<file path="src/rtl/clock_rate_meter.sv">
// clock_rate_meter: measures the full period of a slow square wave in clk_in cycles,
// with lock/stall flags. Define CLOCK_METER_AVG_EN to report the mean of every 4 samples.
module clock_rate_meter #(
  parameter int unsigned     WIDTH   = 32,
  parameter longint unsigned TIMEOUT = 50_000_000
) (
  input  logic             clk_in,
  input  logic             reset,
  input  logic             sig_in,
  output logic [WIDTH-1:0] period,
  output logic [WIDTH-1:0] divisor_est,
  output logic             period_valid,
  output logic             locked,
  output logic             stalled
);

  // state     | meaning
  // ARM       | wait for a settled low input before accepting edges
  // WAIT_EDGE | wait for the first rising edge, which starts a measurement
  // MEASURE   | count cycles until the next rise (report) or the timeout (stall)
  typedef enum logic [1:0] {ARM, WAIT_EDGE, MEASURE} state_t;

  localparam logic [WIDTH-1:0] TIMEOUT_W = WIDTH'(TIMEOUT);

  state_t           r_state;
  state_t           w_state_nxt;
  logic             r_s1, r_s2, r_s3;
  logic [1:0]       r_fill;
  logic [WIDTH-1:0] r_cnt;
  logic [WIDTH-1:0] r_period;
  logic [WIDTH-1:0] r_div;
  logic [WIDTH-1:0] r_prev;
  logic             r_valid;
  logic             r_locked;
  logic             r_stalled;

  logic             w_rise;
  logic             w_start;
  logic             w_sample_en;
  logic             w_timeout;
  logic [WIDTH-1:0] w_cnt_inc;
  logic             w_rep_en;
  logic [WIDTH-1:0] w_rep_val;
  logic [WIDTH-1:0] w_rep_div;
  logic [WIDTH-1:0] w_diff;

  assign w_rise    = r_s2 & ~r_s3;
  assign w_cnt_inc = r_cnt + WIDTH'(1);

  always_ff @(posedge clk_in or posedge reset) begin
    if (reset) begin
      r_s1   <= 1'b0;
      r_s2   <= 1'b0;
      r_s3   <= 1'b0;
      r_fill <= 2'b00;
    end else begin
      r_s1   <= sig_in;
      r_s2   <= r_s1;
      r_s3   <= r_s2;
      r_fill <= {r_fill[0], 1'b1};
    end
  end

  always_ff @(posedge clk_in or posedge reset) begin
    if (reset) r_state <= ARM;
    else       r_state <= w_state_nxt;
  end

  // ARM also waits for the synchroniser to fill after reset; otherwise its zero
  // reset contents would make an input already high at release look like a fresh edge.
  always_comb begin
    w_state_nxt = r_state;
    w_start     = 1'b0;
    w_sample_en = 1'b0;
    w_timeout   = 1'b0;
    case (r_state)
      ARM: begin
        if (r_fill[1] && !r_s2) w_state_nxt = WAIT_EDGE;
      end
      WAIT_EDGE: begin
        if (w_rise) begin
          w_start     = 1'b1;
          w_state_nxt = MEASURE;
        end
      end
      MEASURE: begin
        if (w_rise) begin
          w_sample_en = 1'b1;
        end else if (w_cnt_inc == TIMEOUT_W) begin
          w_timeout   = 1'b1;
          w_state_nxt = ARM;
        end
      end
      default: w_state_nxt = ARM;
    endcase
  end

  always_ff @(posedge clk_in or posedge reset) begin
    if (reset) begin
      r_cnt <= '0;
    end else if (w_start || w_sample_en || w_timeout) begin
      r_cnt <= '0;
    end else if (r_state == MEASURE) begin
      r_cnt <= w_cnt_inc;
    end
  end

`ifdef CLOCK_METER_AVG_EN
  logic [WIDTH+1:0] r_sum;
  logic [1:0]       r_nsamp;
  logic [WIDTH+1:0] w_sum_nxt;

  assign w_sum_nxt = r_sum + (WIDTH+2)'(w_cnt_inc);
  assign w_rep_en  = w_sample_en && (r_nsamp == 2'd3);
  assign w_rep_val = WIDTH'(w_sum_nxt >> 2);
  assign w_rep_div = WIDTH'(w_sum_nxt >> 3);

  always_ff @(posedge clk_in or posedge reset) begin
    if (reset) begin
      r_sum   <= '0;
      r_nsamp <= 2'd0;
    end else if (w_timeout) begin
      r_sum   <= '0;
      r_nsamp <= 2'd0;
    end else if (w_sample_en) begin
      r_sum   <= (r_nsamp == 2'd3) ? '0 : w_sum_nxt;
      r_nsamp <= r_nsamp + 2'd1;
    end
  end
`else
  assign w_rep_en  = w_sample_en;
  assign w_rep_val = w_cnt_inc;
  assign w_rep_div = w_cnt_inc >> 1;
`endif

  assign w_diff = (w_rep_val >= r_prev) ? (w_rep_val - r_prev) : (r_prev - w_rep_val);

  always_ff @(posedge clk_in or posedge reset) begin
    if (reset) begin
      r_period  <= '0;
      r_div     <= '0;
      r_prev    <= '0;
      r_valid   <= 1'b0;
      r_locked  <= 1'b0;
      r_stalled <= 1'b0;
    end else begin
      r_valid <= 1'b0;
      if (w_rep_en) begin
        r_period  <= w_rep_val;
        r_div     <= w_rep_div;
        r_prev    <= w_rep_val;
        r_valid   <= 1'b1;
        r_stalled <= 1'b0;
        r_locked  <= (w_diff <= WIDTH'(1));
      end else if (w_timeout) begin
        r_stalled <= 1'b1;
        r_locked  <= 1'b0;
      end
    end
  end

  assign period       = r_period;
  assign divisor_est  = r_div;
  assign period_valid = r_valid;
  assign locked       = r_locked;
  assign stalled      = r_stalled;

endmodule

</file>
<file path="config.mk">
export PLATFORM = sky130hd
export DESIGN_NAME = clock_rate_meter
export DESIGN_NICKNAME = d
export VERILOG_FILES = /design/src/rtl/clock_rate_meter.sv
export SDC_FILE = /design/constraint.sdc
export NUM_CORES = 1
export LEC_CHECK = 0
export ABC_AREA = 1
export CORE_ASPECT_RATIO = 1.5
export CORE_MARGIN = 5
export CORE_UTILIZATION = 40
export CTS_CLUSTER_DIAMETER = 150
export CTS_CLUSTER_SIZE = 14
export DETAILED_ROUTE_END_ITERATION = 10
export GPL_TIMING_DRIVEN = 0
export SYNTH_ARGS = -nofsm -noshare
export SYNTH_HDL_FRONTEND = slang
export SYNTH_SLANG_ARGS = --single-unit
export TNS_END_PERCENT = 100
</file>
<file path="constraint.sdc">
create_clock -name clk_in -period 4.5 [get_ports clk_in]
set_clock_uncertainty 0.05 [all_clocks]
set_input_delay 0.45 -clock clk_in [delete_from_list [all_inputs] [get_ports clk_in]]
set_output_delay 0.45 -clock clk_in [all_outputs]
set_load 0.05 [all_outputs]
</file>
==> metrics.csv <==
stage,metric,value,unit
placement,hpwlAfterDp,26.75,mm
die,io_pins,70,
global_route,antenna_found_initial,0,
detailed_routing,detail_route.iter0.violations,476,
placement,dp_worst_setup_slack,-0.5494,ns
sta,setup_viol,0,
sta,setup_ws,0.2240,ns
synthesis,synth-edff-count,0,
placement,placed_cells,1903,
global_route,grt_max_degree,49,
die,die_h,193.6,um
sta,slew_violations,0,
global_route,grt_overflow_total,0,
sta,period_minus_slack,4.276,ns
critical_path,slowest_stage,dfrtp_2,
cts,root_buffer,clkbuf_16,
cts,cts_tree,done,
critical_path,criticalPathCategory,flop to flop,
global_route,global_route.usage.total,24.49,%
critical_path,start_kind,flop,
detailed_routing,drc_errors,0,
sta,worstMarginPinSlew,1.024,ns
worst_hold_path,hp-class,flop to flop,
cts,clock_latency,0.35,ns
synthesis,synthTopCellsByArea,"nand2_1 24%, dfrtp_1 21%, inv_1 11%",
synthesis,syn_nets,1628,
placement,place.gp.congestion,0.9798,
synthesis,ys_ff_latch,74,
final_layout,drive_gt1_share,8.827,%
detailed_routing,via_per_inst,4.988,
detailed_routing,drt.antenna.violating_nets,0,
critical_path,required,4.74,ns
sta,fmax,0.2339,GHz
detailed_routing,wl_per_cell,16.36,um
synthesis,synthTopCellsByCount,"575 x nand2_1, 263 x inv_1, 151 x nor2_1, 88 x o21ai_0, 78 x nand3_1",
final_layout,n_antenna_cell,0,
synthesis,yosysSeqAreaShare,20.60,%
sta,hold_violations,0,
synthesis,synthArstFlopShare,100.0,%
synthesis,synth_area_per_cell,5.769,um2
final_layout,final_cells,1930,
detailed_routing,vias,9626,
sta,max_slew_margin,31.48,%
placement,portBuffers,68,
sta,finalCritPeriodShare,95.02,%
final_layout,area_growth,19.88,%
final_layout,nets,1719,
synthesis,yosysWarningCount,0,
synthesis,syn_inst,1558,
cts,clockBufferDepth,2,
synthesis,synth-main-ff-cell,dfrtp_1,
die,row_count,67,
die,die_area,0.02563,mm2
critical_path,cp.arrival,4.52,ns
die,die_x,132.4,um
critical_path,path_common_cell,nand2_1,
die,core_area,0.02222,mm2
cts,cts.reportedPaths.clkPinSlew,0.07,ns
run,drv_cap,0,
global_route,grt_pass1_vias,9550,
run_status,status,completed,
cts,cts-hold-fix-buffers,0,
synthesis,yosys.area.top_type,nand2_1,
critical_path,end_kind,flop,
cts,cts_inserted_buffers,9,
synthesis,netlist_area,0.008989,mm2
die,start_util,40.46,%
synthesis,yosysMostFrequentCell,nand2_1,
detailed_routing,dr.pass1.iters,6,
global_route,grt_pass1_wl,49.98,mm
synthesis,synthDistinctLibCells,43,
cts,cts_num_sinks,74,
detailed_routing,routed_wirelength,31.58,mm
synthesis,synth.top_cell.area_share,24.01,%
cts,htree_levels,3,
critical_path,critPathMaxFanout,10,
critical_path,slowest_delay,0.45,ns
-- critical path: cells and delay by family, from the launching register on --
| kind | cells | cell delay (ns) |
|---|---|---|
| fa+ha+maj | 2 | 0.47 |
| flops | 1 | 0.45 |
| simple gates | 19 | 2.59 |
| buf+inv | 6 | 0.63 |
-- stage by stage --
| stage | hold slack, ns | setup TNS, ns | cell area [um2] | utilization [%] |
|---|---|---|---|---|
| floorplan | 0.2812 | 0 | 8989 | - |
| global placement | 0.2828 | -0.4728 | 10010 | 45.08 |
| detailed placement | 0.2858 | -0.5494 | 10040 | 45.22 |
| CTS | 0.2998 | 0 | 10500 | 47.28 |
| global route | 0.3093 | -0.001127 | 10780 | 48.50 |
| finish | 0.2965 | 0 | 10780 | 48.50 |
-- sequential cells by signal, summed over array words and instances, names as in the netlist --
register and count:
stalled 1, r_cnt 32, r_s3 1, r_s1 1
locked 1, period_valid 1, r_fill 2, r_s2 1
r_prev 32, r_state 2
-- worst paths after layout --
path	from	endpoint	slack [ns]	cells after the start
worst max-delay path	r_cnt[0]	locked	0.22	27
worst max register to register	r_cnt[0]	locked	0.22	27
min in group asynchronous	reset	r_cnt[30]	0.38	2
max in group asynchronous	reset	r_cnt[2]	3.42	3
worst min register to register	r_fill[0]	r_fill[1]	0.30	0
worst min-delay path	r_fill[0]	r_fill[1]	0.30	0
-- routing by layer --
| metal | track usage [%] | part of all wire, % |
|---|---|---|
| met3 | 1.793 | 2.8 |
| met5 | 0 | 0 |
| met2 | 43.68 | 50 |
| met1 | 27.37 | 39 |
| met4 | 16.75 | 7.5 |
-- layout by cell type (no fill, tap or decap), types with 46 or more instances in the layout --
| master | instances |
|---|---|
| nand2_1 | 571 |
| inv_1 | 262 |
| nor2_1 | 142 |
| o21ai_0 | 88 |
| nand3_1 | 77 |
| dfrtp_1 | 70 |
| clkdlybuf4s50_1 | 68 |
| ha_1 | 59 |
| a21oi_1 | 58 |
| buf_4 | 46 |
-- logic make-up (layout without fill, tap and decap cells) --
group,after synthesis,in the layout,synth area share [%]
DFF,74,74,20.60
and+or+nand+nor,884,884,40.81
other,2,2,0.08355
xor gates and xnor gates,37,37,3.689
buffers and inverters,328,424,15.52
adders and majority gates,67,67,9.493
AOI/OAI and AO/OA,166,166,9.800
-- area by class of cell --
cell class	count	area [um2]
Clock inverter	7	123.9
Tap cell	276	345.3
Sequential cell	74	1857
Timing Repair Buffer	83	825.8
Clock buffer	9	225.2
Multi-Input combinational cell	1156	5997
Buffer	57	390.4
Fill cell	2385	11440
Inverter	268	1011
-- what timing repair did --
action	CTS	global route
buffers inserted	4	10
pin swaps	1	9
setup endpoints to repair	1	1
resized for setup	16	44
hold endpoints to repair	0	0
Power is left out: the tool's default activity adds up to more than one toggle a clock period on the data nets, which glitch-free logic cannot reach.
